===== config.mk =====
export PLATFORM = sky130hd
export DESIGN_NAME = p4_router_egress_demux
export DESIGN_NICKNAME = d
export VERILOG_FILES = /design/src/rtl/p4_router_pkg.sv /design/src/rtl/p4_router_meta_fifo.sv /design/src/rtl/p4_router_egress_demux.sv
export SDC_FILE = /design/constraint.sdc
export NUM_CORES = 1
export LEC_CHECK = 0
export BUFFER_PORTS_ARGS = -buffer_cell sky130_fd_sc_hd__clkbuf_2
export CORE_AREA = 4 4 368 370
export DETAILED_ROUTE_END_ITERATION = 8
export DIE_AREA = 0 0 372 374
export HOLD_SLACK_MARGIN = 0.05
export PLACE_DENSITY = 0.36
export SYNTH_ARGS = -nofsm -noshare
export SYNTH_HDL_FRONTEND = slang
export SYNTH_SLANG_ARGS = --single-unit

===== constraint.sdc =====
create_clock -name clk -period 5.3 [get_ports clk]
set_input_delay 0.53 -clock clk [delete_from_list [all_inputs] [get_ports clk]]
set_output_delay 0.53 -clock clk [all_outputs]
set_load 0.005 [all_outputs]

===== src/rtl/p4_router_pkg.sv =====
// rtl/p4_router_pkg.sv - shared types and constants for the P4 router egress path
package p4_router_pkg;

   localparam int P4_EGR_SPEC_ID_W   = 8;
   localparam int P4_ING_PORT_ID_W   = 8;
   localparam int P4_USER_META_W     = P4_EGR_SPEC_ID_W + P4_ING_PORT_ID_W;
   localparam int P4_NUM_EGR_PORTS   = 11;
   localparam int P4_META_FIFO_DEPTH = 4;
   localparam int P4_AXIS_DATA_W     = 64;
   localparam int P4_AXIS_KEEP_W     = P4_AXIS_DATA_W / 8;

   // RTL egress index: position of the AXIS master in the data_out array
   typedef enum logic [P4_EGR_SPEC_ID_W-1:0] {
      EGR_CPU   = 8'd0,
      EGR_OISL0 = 8'd1,
      EGR_OISL1 = 8'd2,
      EGR_ECP0  = 8'd3,
      EGR_ECP1  = 8'd4,
      EGR_HDR0  = 8'd5,
      EGR_HDR1  = 8'd6,
      EGR_ECG0  = 8'd7,
      EGR_ECG1  = 8'd8,
      EGR_ECG2  = 8'd9,
      EGR_ECG3  = 8'd10
   } rtl_egr_idx_e;

   typedef enum logic [P4_ING_PORT_ID_W-1:0] {
      ING_CPU   = 8'd0,
      ING_OISL0 = 8'd1,
      ING_OISL1 = 8'd2,
      ING_ECP0  = 8'd3,
      ING_ECP1  = 8'd4,
      ING_HDR0  = 8'd5,
      ING_HDR1  = 8'd6,
      ING_ECG0  = 8'd7,
      ING_ECG1  = 8'd8,
      ING_ECG2  = 8'd9,
      ING_ECG3  = 8'd10
   } rtl_ing_idx_e;

   // Port numbers as seen by the P4 program, before mapping to RTL indices
   localparam logic [7:0] P4_PORT_CPU   = 8'h00;
   localparam logic [7:0] P4_PORT_OISL0 = 8'h10;
   localparam logic [7:0] P4_PORT_OISL1 = 8'h11;
   localparam logic [7:0] P4_PORT_ECP0  = 8'h20;
   localparam logic [7:0] P4_PORT_ECP1  = 8'h21;
   localparam logic [7:0] P4_PORT_HDR0  = 8'h30;
   localparam logic [7:0] P4_PORT_HDR1  = 8'h31;
   localparam logic [7:0] P4_PORT_ECG0  = 8'h40;
   localparam logic [7:0] P4_PORT_ECG1  = 8'h41;
   localparam logic [7:0] P4_PORT_ECG2  = 8'h42;
   localparam logic [7:0] P4_PORT_ECG3  = 8'h43;
   localparam logic [7:0] P4_PORT_DROP  = 8'hFF;

   typedef struct packed {
      logic [P4_ING_PORT_ID_W-1:0] ing_port_id;
      logic [P4_EGR_SPEC_ID_W-1:0] egr_spec;
   } user_metadata_t;

   typedef enum logic [1:0] {
      ST_IDLE = 2'd0,
      ST_FWD  = 2'd1,
      ST_DROP = 2'd2
   } demux_state_e;

endpackage


===== src/rtl/p4_router_meta_fifo.sv =====
// rtl/p4_router_meta_fifo.sv - first-word-fall-through metadata queue
module p4_router_meta_fifo #(
   parameter int WIDTH = 16,
   parameter int DEPTH = 4
) (
   input  logic             clk,
   input  logic             aresetn,
   input  logic             push_i,
   input  logic [WIDTH-1:0] data_i,
   input  logic             pop_i,
   output logic [WIDTH-1:0] data_o,
   output logic             full_o,
   output logic             empty_o
);

   localparam int AW = $clog2(DEPTH);

   logic [WIDTH-1:0] mem_q [DEPTH];
   logic [AW-1:0]    rd_q, wr_q;
   logic [AW:0]      cnt_q;
   logic             do_push, do_pop;

   assign full_o  = (cnt_q == (AW+1)'(DEPTH));
   assign empty_o = (cnt_q == '0);
   assign do_pop  = pop_i && !empty_o;
   // A push into a full queue is only taken when the head leaves in the same cycle
   assign do_push = push_i && (!full_o || do_pop);
   assign data_o  = mem_q[rd_q];

   always_ff @(posedge clk) begin
      if (do_push) begin
         mem_q[wr_q] <= data_i;
      end
   end

   always_ff @(posedge clk or negedge aresetn) begin
      if (!aresetn) begin
         rd_q  <= '0;
         wr_q  <= '0;
         cnt_q <= '0;
      end else begin
         if (do_push) begin
            wr_q <= wr_q + AW'(1);
         end
         if (do_pop) begin
            rd_q <= rd_q + AW'(1);
         end
         cnt_q <= cnt_q + (AW+1)'(do_push) - (AW+1)'(do_pop);
      end
   end

endmodule


===== src/rtl/p4_router_egress_demux.sv =====
// rtl/p4_router_egress_demux.sv - steers VNP4 output packets to egress AXIS masters by metadata
module p4_router_egress_demux
   import p4_router_pkg::*;
#(
   parameter int NUM_EGR_PORTS       = P4_NUM_EGR_PORTS,
   parameter int EGR_SPEC_ID_WIDTH   = P4_EGR_SPEC_ID_W,
   parameter int ING_PORT_ID_WIDTH   = P4_ING_PORT_ID_W,
   parameter int USER_METADATA_WIDTH = EGR_SPEC_ID_WIDTH + ING_PORT_ID_WIDTH,
   parameter int META_FIFO_DEPTH     = P4_META_FIFO_DEPTH
) (
   input  logic                                 clk,
   input  logic                                 aresetn,
   input  logic [63:0]                          data_in_tdata,
   input  logic [7:0]                           data_in_tkeep,
   input  logic                                 data_in_tlast,
   input  logic                                 data_in_tvalid,
   output logic                                 data_in_tready,
   input  logic [USER_METADATA_WIDTH-1:0]       user_metadata_in,
   input  logic                                 user_metadata_in_valid,
   output logic [NUM_EGR_PORTS-1:0][63:0]       data_out_tdata,
   output logic [NUM_EGR_PORTS-1:0][7:0]        data_out_tkeep,
   output logic [NUM_EGR_PORTS-1:0]             data_out_tlast,
   output logic [NUM_EGR_PORTS-1:0]             data_out_tvalid,
   input  logic [NUM_EGR_PORTS-1:0]             data_out_tready,
   output logic [ING_PORT_ID_WIDTH-1:0]         ing_port_id_out,
   output logic [31:0]                          drop_count,
   output logic                                 meta_overflow
);

   demux_state_e                   state_q, state_d;
   logic [EGR_SPEC_ID_WIDTH-1:0]   sel_q, sel_d;
   logic [ING_PORT_ID_WIDTH-1:0]   ing_q, ing_d;
   logic [31:0]                    drop_q, drop_d;
   logic                           ovf_q, ovf_d;

   logic [USER_METADATA_WIDTH-1:0] head;
   logic [EGR_SPEC_ID_WIDTH-1:0]   head_egr;
   logic [ING_PORT_ID_WIDTH-1:0]   head_ing;
   logic                           fifo_full, fifo_empty, fifo_pop;
   logic                           sel_tready;

   p4_router_meta_fifo #(
      .WIDTH (USER_METADATA_WIDTH),
      .DEPTH (META_FIFO_DEPTH)
   ) u_meta_fifo (
      .clk     (clk),
      .aresetn (aresetn),
      .push_i  (user_metadata_in_valid),
      .data_i  (user_metadata_in),
      .pop_i   (fifo_pop),
      .data_o  (head),
      .full_o  (fifo_full),
      .empty_o (fifo_empty)
   );

   assign head_egr = head[EGR_SPEC_ID_WIDTH-1:0];
   assign head_ing = head[USER_METADATA_WIDTH-1:EGR_SPEC_ID_WIDTH];

   // Payload is broadcast; only the selected port's tvalid qualifies it
   assign data_out_tdata = {NUM_EGR_PORTS{data_in_tdata}};
   assign data_out_tkeep = {NUM_EGR_PORTS{data_in_tkeep}};
   assign data_out_tlast = {NUM_EGR_PORTS{data_in_tlast}};

   assign ing_port_id_out = ing_q;
   assign drop_count      = drop_q;
   assign meta_overflow   = ovf_q;

   always_comb begin
      sel_tready = 1'b0;
      for (int i = 0; i < NUM_EGR_PORTS; i++) begin
         if (sel_q == EGR_SPEC_ID_WIDTH'(i)) begin
            sel_tready = data_out_tready[i];
         end
      end
   end

   always_comb begin
      state_d         = state_q;
      sel_d           = sel_q;
      ing_d           = ing_q;
      drop_d          = drop_q;
      fifo_pop        = 1'b0;
      data_in_tready  = 1'b0;
      data_out_tvalid = '0;
      unique case (state_q)
         ST_IDLE: begin
            if (!fifo_empty) begin
               sel_d   = head_egr;
               ing_d   = head_ing;
               state_d = (32'(head_egr) < 32'(NUM_EGR_PORTS)) ? ST_FWD : ST_DROP;
            end
         end
         ST_FWD: begin
            data_in_tready = sel_tready;
            for (int i = 0; i < NUM_EGR_PORTS; i++) begin
               if (sel_q == EGR_SPEC_ID_WIDTH'(i)) begin
                  data_out_tvalid[i] = data_in_tvalid;
               end
            end
            if (data_in_tvalid && sel_tready && data_in_tlast) begin
               fifo_pop = 1'b1;
               state_d  = ST_IDLE;
            end
         end
         ST_DROP: begin
            data_in_tready = 1'b1;
            if (data_in_tvalid && data_in_tlast) begin
               fifo_pop = 1'b1;
               state_d  = ST_IDLE;
               if (drop_q != 32'hFFFF_FFFF) begin
                  drop_d = drop_q + 32'd1;
               end
            end
         end
         default: begin
            state_d = ST_IDLE;
         end
      endcase
   end

   // Overflow only when the full queue cannot free a slot this cycle
   assign ovf_d = ovf_q | (user_metadata_in_valid && fifo_full && !fifo_pop);

   always_ff @(posedge clk or negedge aresetn) begin
      if (!aresetn) begin
         state_q <= ST_IDLE;
         sel_q   <= '0;
         ing_q   <= '0;
         drop_q  <= '0;
         ovf_q   <= 1'b0;
      end else begin
         state_q <= state_d;
         sel_q   <= sel_d;
         ing_q   <= ing_d;
         drop_q  <= drop_d;
         ovf_q   <= ovf_d;
      end
   end

endmodule


==> run_results.csv, run 1 <==
group,metric,value,unit
run_status,status,"completed",
drt,wirelength,42.53,mm
timing,fin_skew,0.01075,ns
clock_network,cts_resized,0,
drt,dr.first_iter.drc_count,261,
power_and_ir_drop,p_leak,2.682,nW
die,fp.dieW,372,µm
power_and_ir_drop,p_sw,1.099,mW
setup_path,start_kind,"flip-flop",
synth,synth_seq_cells,122,
synth,ys_async_sr_fraction,47.54,%
clock_network,tritoncts,"done",
setup_path,slowest_stage,"mux4_2",
clock_network,cts.reportedPaths.clkPinSlew,0.06,ns
synth,ys_seq_area_share,29.52,%
clock_network,h-tree-depth,4,
drt,drc,0,
timing,final_hold_viol_count,0,
die,coreArea,0.1326,mm²
finish,fillCellCount,15460,
synth,synth_edf_count,64,
power_and_ir_drop,combPwrFrac,26.8,%
timing,fin_crit_sh,59.18,%
timing,min_period,3.136,ns
power_and_ir_drop,p_clk_share,32.2,%
die,chipHeight,374,µm
setup_path,arrival,2.61,ns
die,die-area,0.1391,mm²
placed_design,hpwl,36.25,mm
power_and_ir_drop,switching_share,31.80,%
hold_path,hold_path_class,"in -> async",
timing,worst_slew_pin_slew,0.9984,ns
timing,relSlewSlack,33.44,%
finish,layout-drive-gt1-share,34.16,%
global_route,grt_pass1_vias,4799,
timing,fmax,318.8,MHz
setup_path,worstSetupEndpointType,"output port",
drt,viasPerCell,1.979,
timing,setup_violations,0,
global_route,grt_pass1_wl,53.18,mm
finish,final_common_cell,"clkbuf_2",
power_and_ir_drop,power.density,400.8,mW/mm²
power_and_ir_drop,p_seq_share,41.0,%
global_route,track_usage,5.801,%
finish,area_delta_synth_final,-24.57,%
die,ioPinCount,960,
global_route,antenna_found_initial,1,
power_and_ir_drop,p_int,2.356,mW
job,drv_cap,0,
power_and_ir_drop,ir_drop,0.2499,mV
timing,setup-tns-final,0,ns
drt,detail-route-antenna-nets,0,
synth,yosys.cell_types.count,54,
timing,rsz0062_at_grt,"no",
die,start_util,8.617,%
placed_design,place.gp.congestion,0.7057,
clock_network,cts_buffers,17,
drt,wl_per_cell,18.89,µm
drt,vias,4457,
finish,layout_common_cells,"clkbuf_2, edfxtp_1, dfrtp_1, xnor2_1, nand2_1",
synth,synthCells,1166,
clock_network,cts_sinks,122,
setup_path,worst-setup-path-type,"reg -> out",
setup_path,path_max_fanout,11,
die,num_rows,134,
clock_network,hold_buffers,0,
setup_path,critPathRequiredTime,4.77,ns
setup_path,cp_cell_sequence,"mux4_2 > mux2_2 > o2111ai_1 > o21a_1 > o21ai_0 > clkbuf_2",
clock_network,cts_root_buffer,"clkbuf_16",
drt,drtPass1Iterations,4,
global_route,grt_overflow_total,0,
finish,nNetsFinal,584,
placed_design,placed_cells,2219,
clock_network,insertion_delay,0.42,ns
timing,final_max_slew_viol_count,0,
synth,synth.net_count,1280,
setup_path,max_stage_delay,0.59,ns
global_route,grt_max_degree,59,
placed_design,io_buffers,95,
finish,instances_no_fill,2252,
synth,avgSynthCellArea,9.801,µm²
synth,ys_warn_count,0,
clock_network,clk_path_buf_depth,2,
synth,synth_flop_cell,"edfxtp_1",
synth,netlist_area,0.01143,mm²
clock_network,cts_post_setup_buffers_inserted,0,
layer usage:
metal	routed length [µm]	track usage (%)	share of wire, %	vias up
met5	28	0.6993	0.066	-
met4	874	1.509	2.1	2
li1	-	-	-	1595
met3	11590	7.252	27	69
met1	11630	4.584	27	2033
met2	18410	8.756	43	758
power groups by stage:
stage	clock [mW]	sequential [mW]	combinational [mW]
finish	1.11	1.42	0.926
global route	1.18	1.45	1.03
CTS	1.15	1.42	0.963
detailed placement	0	1.44	0.958
global placement	0	1.43	0.952
floorplan	0	1.35	1.16
logic make-up (layout without fill, tap and decap cells):
| kind of cell | count (synthesis) | count (layout) | synth area share (%) |
|---|---|---|---|
| fa+ha+maj | 10 | 10 | 1.161 |
| compound gates | 31 | 31 | 2.047 |
| xor+xnor | 36 | 36 | 2.759 |
| other cells | 0 | 1 | 0 |
| flops | 122 | 122 | 29.52 |
| mux | 36 | 36 | 5.452 |
| simple gates | 109 | 109 | 5.595 |
| buf+inv | 822 | 139 | 53.47 |
cell usage after synthesis (6+ instances only):
| master | number | area (µm²) |
|---|---|---|
| nand3_1 | 19 | 95.09 |
| mux2_2 | 19 | 214.0 |
| and3_1 | 7 | 43.79 |
| ha_1 | 9 | 112.6 |
| buf_4 | 803 | 6028 |
| edfxtp_1 | 64 | 1922 |
| inv_1 | 10 | 37.54 |
| mux4_1 | 7 | 183.9 |
| dfrtp_1 | 58 | 1451 |
| xnor2_1 | 30 | 262.8 |
| nand4_1 | 11 | 68.82 |
| nand2_1 | 23 | 86.33 |
| nor2_1 | 18 | 67.56 |
| mux4_2 | 10 | 225.2 |
| xor2_1 | 6 | 52.55 |
flip-flops by register name (all words and copies together), names as in the netlist:
register	flops
drop_count	32
ing_port_id_out	8
meta_overflow	1
sel_q	8
state_q	2
u_meta_fifo.cnt_q	3
u_meta_fifo.mem_q	64
u_meta_fifo.rd_q	2
u_meta_fifo.wr_q	2
final timing paths:
| kind | startpoint | end | slack (ns) | cells after the start |
|---|---|---|---|---|
| max | sel_q[0] | data_in_tready | 2.16 | 6 |
| min | aresetn | drop_count[3] | 0.29 | 2 |
| max reg2reg | sel_q[0] | u_meta_fifo.mem_q[3][15] | 2.21 | 6 |
| min reg2reg | meta_overflow | meta_overflow | 0.48 | 1 |
| max in group asynchronous | aresetn | drop_count[10] | 4.49 | 2 |
| min in group clk | user_metadata_in[12] | u_meta_fifo.mem_q[2][12] | 0.33 | 1 |
cell type report:
| type | count | area (µm²) | share of cell area [%] |
|---|---|---|---|
| flip-flops and latches | 122 | 3373 | 39.13 |
| clock inverters | 13 | 127.6 | 1.480 |
| multi-input cells | 222 | 1944 | 22.55 |
| diodes | 1 | 2.502 | 0.02903 |
| clock buffers | 19 | 432.9 | 5.022 |
| inverters | 10 | 37.54 | 0.4354 |
| well taps | 1768 | 2212 | 25.66 |
| repair buffers | 97 | 490.5 | 5.689 |
worst max-delay path, delay by kind of cell, from the launching register on:
kind / cells / cell delay (ns)
buffers and inverters: 1 / 0.21
AOI/OAI and AO/OA: 3 / 0.53
muxes: 2 / 0.87
DFF: 1 / 0.58
per-stage QoR:
stage | power [mW] | hold WS (ns) | util [%] | instance area (µm²) | setup slack (ns)
floorplan | 2.509 | 0.2344 | - | 11430 | 2.630
global route | 3.660 | 0.3209 | 6.498 | 8618 | 2.009
CTS | 3.533 | 0.2959 | 6.498 | 8618 | 2.086
finish | 3.455 | 0.2924 | 6.500 | 8621 | 2.164
detailed placement | 2.395 | 0.4685 | 6.076 | 8058 | 2.130
global placement | 2.381 | 0.4691 | 6.076 | 8058 | 2.194
Note: power is estimated with default switching activity, not from simulation.
==> inputs of run 2 (changes only) <==
Settings changed: CORE_AREA 4 4 368 370 to 4 4 370 372, DIE_AREA 0 0 372 374 to 0 0 374 376.
Clock period 5.3 ns to 3.3 ns, I/O delays scaled along.
==> run 2 against run 1 <==
Cell area is 1.3% higher. Die area is 1.1% higher. Clock skew hardly changed. Critical endpoint is now u_meta_fifo.cnt_q[2]. Critical path depth is 4 higher. First-iteration DRC count is 26% lower. Setup slack worse by 1.9 ns. Worst hold slack worse by 0.25 ns. Largest cell class unchanged. Largest power group unchanged. Wire length is 1.3% lower.
==> run_results.csv, run 2 (synthesis results as in run 1) <==
group,metric,value,unit
run_status,status,"completed",
setup_path,worst-setup-path-type,"reg -> reg",
setup_path,reg2reg_from,"sel_q[0]",
die,start_util,8.574,%
job,drv_cap,0,
drt,dr.first_iter.drc_count,193,
drt,drtPass1Iterations,4,
clock_network,h-tree-depth,4,
die,ioPinCount,960,
setup_path,r2r-end,"u_meta_fifo.cnt_q[2]",
finish,area_delta_synth_final,-23.62,%
timing,fin_skew,0.01124,ns
timing,setup-tns-final,0,ns
die,num_rows,134,
die,coreArea,0.1333,mm²
timing,setup_violations,0,
drt,wl_per_cell,18.55,µm
timing,relSlewSlack,36.56,%
setup_path,worstSetupEndpointType,"flip-flop",
finish,finalInstanceArea,0.008730,mm²
power_and_ir_drop,total_power,5.616,mW
setup_path,path_max_fanout,11,
setup_path,critPathRequiredTime,3.61,ns
setup_path,reg2reg_slack,0.29,ns
clock_network,cts.reportedPaths.clkPinSlew,0.06,ns
clock_network,cts_root_buffer,"clkbuf_16",
finish,final_common_cell,"clkbuf_2",
clock_network,insertion_delay,0.43,ns
finish,n_antenna_cell,0,
drt,drc,0,
timing,fmax,332.7,MHz
power_and_ir_drop,p_leak,2.749,nW
clock_network,tritoncts,"done",
timing,min_period,3.006,ns
setup_path,rr_worst_depth,10,
timing,fin_crit_sh,91.08,%
placed_design,place_ws,0.3053,ns
global_route,antenna_found_initial,1,
timing,fin_ws,0.2942,ns
drt,wirelength,41.96,mm
timing,final_hold_viol_count,0,
die,chipHeight,376,µm
finish,layout-drive-gt1-share,36.23,%
hold_path,hold_path_class,"in -> async",
finish,layout_common_cells,"clkbuf_2, edfxtp_1, dfrtp_1, xnor2_1, nand2_1",
setup_path,arrival,3.31,ns
finish,utilization,6.549,%
global_route,grt_overflow_total,0,
global_route,grt_pass1_vias,4784,
clock_network,hold_buffers,0,
finish,largest_reg_flops,64,
timing,worst_slew_pin_slew,0.9516,ns
global_route,track_usage,5.649,%
clock_network,cts_post_setup_buffers_inserted,0,
timing,rsz0062_at_grt,"no",
timing,final_max_slew_viol_count,0,
clock_network,cts_buffers,17,
drt,detail-route-antenna-nets,0,
clock_network,cts_sinks,122,
die,die-area,0.1406,mm²
placed_design,place_area,0.008153,mm²
placed_design,hpwl,35.86,mm
drt,vias,4439,
drt,viasPerCell,1.962,
clock_network,clk_path_buf_depth,2,
finish,largest-register,"u_meta_fifo.mem_q",
global_route,grt_pass1_wl,52.76,mm
die,fp.dieW,374,µm
placed_design,place.gp.congestion,0.7372,
placed_design,io_buffers,95,
clock_network,cts_resized,0,
setup_path,start_kind,"flip-flop",
power_and_ir_drop,ir_drop,0.3573,mV
finish,nNetsFinal,595,
global_route,grt_max_degree,32,
power_and_ir_drop,power.density,643.3,mW/mm²
## run 2: changes by cell type in the layout (fill, tap and decap cells not counted), moves of 2 or more
cell | previous run | this run
inv_6 | 1 | 4
buf_4 | 2 | 12
clkinv_2 | 5 | 1
clkinv_4 | 0 | 3
clkbuf_1 | 2 | 0
## run 2: final cells by class
class                      instances  area [µm²]
fill                           15570      124600
sequential                       122        3373
tap                             1768        2212
multi-input combinational        222        1944
timing repair buffer             108       585.6
clock buffer                      18       439.2
clock inverter                    14       137.6
inverter                          10       37.54
## run 2: where the power goes
group | switching (mW) | internal (mW)
logic | 0.831 | 0.743
clock network | 0.739 | 1.07
registers | 0.252 | 1.98
## run 2: worst max-delay path by stage
stage / cells past startpoint / start / end / slack, ns
after floorplan: 11 / sel_q[5] / u_meta_fifo.cnt_q[2] / 0.63
after global placement: 11 / sel_q[5] / u_meta_fifo.cnt_q[2] / 0.34
after detailed placement: 10 / sel_q[0] / u_meta_fifo.cnt_q[2] / 0.31
after CTS: 10 / sel_q[0] / u_meta_fifo.cnt_q[2] / 0.30
after global routing: 10 / sel_q[0] / u_meta_fifo.cnt_q[2] / 0.08
final: 10 / sel_q[0] / u_meta_fifo.cnt_q[2] / 0.29
## run 2: per-layer routing
layer | track usage, % | routed length (µm) | up-vias
met3 | 7.320 | 11490 | 101
met5 | 0.7547 | 86 | -
met4 | 2.419 | 1775 | 3
li1 | - | - | 1611
met2 | 7.961 | 17320 | 715
met1 | 4.401 | 11280 | 2009
## run 2: metrics by stage
step | hold WS [ns] | std cells
after floorplan | 0.03441 | 1166
after global placement | 0.4693 | 2230
after detailed placement | 0.4710 | 2230
after CTS | 0.06324 | 2262
after global routing | 0.08809 | 2262
final | 0.04249 | 2262
## run 2: critical path, stage by stage, from the launching register on
cell,delay [ns]
dfrtp_1,0.55
mux4_2,0.56
mux2_2,0.27
o2111ai_1,0.15
o211ai_1,0.24
a31oi_1,0.26
ha_1,0.17
inv_1,0.05
fa_1,0.37
xnor2_1,0.14
xnor2_1,0.12
==> inputs of run 3 (changes only) <==
Settings changed: SETUP_SLACK_MARGIN set to 0.4.
==> run 3 against run 2 <==
Critical path depth grew 2. Wire length grew 0.26%. Global-route usage about the same. Sequential cell count unchanged. Total power grew 1.8%. Clock power about the same. Critical path type unchanged. Largest cell class unchanged.
==> run_results.csv, run 3 (synthesis results as in run 1) <==
group,metric,value,unit
run_status,status,"completed",
drt,detail-route-antenna-nets,0,
setup_path,path_max_fanout,6,
placed_design,place.gp.congestion,0.7372,
power_and_ir_drop,p_int,3.870,mW
power_and_ir_drop,power.density,648.9,mW/mm²
drt,viasPerCell,1.965,
global_route,grt_pass1_vias,4784,
timing,fin_ws,0.5273,ns
timing,fin_skew,0.01955,ns
hold_path,hold_path_class,"in -> async",
finish,largest-register,"u_meta_fifo.mem_q",
timing,final_max_slew_viol_count,0,
timing,relSlewSlack,36.40,%
power_and_ir_drop,switching_share,32.29,%
die,chipHeight,376,µm
drt,wl_per_cell,18.54,µm
placed_design,place_area,0.008153,mm²
die,fp.dieW,374,µm
timing,worst_slew_pin_slew,0.9541,ns
die,coreArea,0.1333,mm²
placed_design,place_ws,0.3053,ns
timing,setup-tns-final,0,ns
clock_network,cts_buffers,17,
finish,finalInstanceArea,0.008810,mm²
global_route,track_usage,5.652,%
drt,vias,4459,
clock_network,insertion_delay,0.43,ns
power_and_ir_drop,p_seq_share,39.0,%
timing,fmax,360.7,MHz
setup_path,critPathRequiredTime,3.60,ns
setup_path,arrival,3.08,ns
clock_network,clk_path_buf_depth,2,
clock_network,cts_root_buffer,"clkbuf_16",
finish,fillCellCount,15570,
drt,drc,0,
finish,layout_common_cells,"clkbuf_2, edfxtp_1, dfrtp_1, xnor2_1, nand2_1",
drt,drtPass1Iterations,4,
timing,min_period,2.773,ns
global_route,grt_max_degree,32,
finish,final_common_cell,"clkbuf_2",
die,ioPinCount,960,
placed_design,hpwl,35.86,mm
power_and_ir_drop,ir_drop,0.3570,mV
global_route,grt_pass1_wl,52.79,mm
clock_network,cts_sinks,122,
finish,n_antenna_cell,0,
power_and_ir_drop,combPwrFrac,29.3,%
finish,area_delta_synth_final,-22.91,%
timing,setup_violations,0,
drt,wirelength,42.07,mm
power_and_ir_drop,p_clk_share,31.6,%
finish,multi_input_area,0.001957,mm²
die,start_util,8.574,%
power_and_ir_drop,p_leak,2.791,nW
timing,final_hold_viol_count,0,
finish,seq_area,0.003376,mm²
drt,dr.first_iter.drc_count,202,
global_route,antenna_found_initial,1,
setup_path,worstSetupEndpointType,"flip-flop",
timing,rsz0062_at_grt,"no",
clock_network,h-tree-depth,4,
finish,nNetsFinal,602,
setup_path,worst-setup-path-type,"reg -> reg",
die,num_rows,134,
finish,largest_reg_flops,64,
placed_design,io_buffers,95,
global_route,grt_overflow_total,0,
power_and_ir_drop,p_sw,1.846,mW
clock_network,tritoncts,"done",
finish,layout-drive-gt1-share,38.12,%
setup_path,start_kind,"flip-flop",
clock_network,cts.reportedPaths.clkPinSlew,0.06,ns
job,drv_cap,0,
timing,fin_crit_sh,84.02,%
die,die-area,0.1406,mm²
## run 3: layout make-up
class	instances	area share, %
Clock buffer	18	4.985
Clock inverter	14	1.562
Inverter	10	0.4261
Multi-Input combinational cell	222	22.21
Sequential cell	122	38.32
Tap cell	1768	25.11
Timing Repair Buffer	115	7.385
## run 3: worst max-delay path, stage by stage (launching register included)
cell and delay [ns]:
dfrtp_1 0.41, nor4_4 0.27, buf_4 0.18, o211ai_1 0.11, o31a_1 0.31, a211oi_2 0.24
a21oi_1 0.10, a31oi_1 0.19, ha_1 0.18, inv_1 0.05, fa_2 0.35, xnor2_2 0.14
xnor2_1 0.12
## run 3: final timing paths
check / depth (start not counted) / end / startpoint / slack [ns]
min in group clk: 1 / u_meta_fifo.mem_q[0][8] / user_metadata_in[8] / 0.11
min reg2reg: 1 / meta_overflow / meta_overflow / 0.49
max: 12 / u_meta_fifo.cnt_q[2] / sel_q[6] / 0.53
max in group asynchronous: 2 / sel_q[0] / aresetn / 2.54
max reg2reg: 12 / u_meta_fifo.cnt_q[2] / sel_q[6] / 0.53
min: 1 / drop_count[24] / aresetn / 0.04
## run 3: power by group through the flow
| stage | combinational (mW) | sequential [mW] | clock (mW) |
|---|---|---|---|
| floorplan | 1.86 | 2.17 | 0 |
| global route | 1.84 | 2.28 | 1.94 |
| CTS | 1.64 | 2.25 | 1.88 |
| global placement | 1.61 | 2.25 | 0 |
| finish | 1.68 | 2.23 | 1.81 |
| detailed placement | 1.62 | 2.27 | 0 |
## run 3: metal layers
layer  vias to the layer above  share of wire (%)  GRT usage [%]
li1                       1623                  -              -
met1                      2002                 27          4.396
met2                       726                 42          7.968
met3                       105                 27          7.334
met4                         3                4.2          2.419
met5                         -               0.20         0.7547
## run 3: per-stage QoR
stage	utilization (%)	instances	hold slack [ns]	power, mW
floorplan	-	1166	0.03441	4.029
global placement	6.117	2230	0.4693	3.861
detailed placement	6.117	2230	0.4710	3.898
CTS	6.562	2264	0.06324	5.762
global route	6.609	2269	0.08785	6.067
finish	6.609	2269	0.04065	5.716
## run 3: timing repair
action | in CTS | in global routing
pin swaps | 2 | 3
endpoints found under the setup margin | 2 | 3
resized for setup | 2 | 4
gates cloned | 0 | 0
hold endpoints to repair | 0 | 0
buffers inserted | 2 | 5
hold buffers | 0 | 0
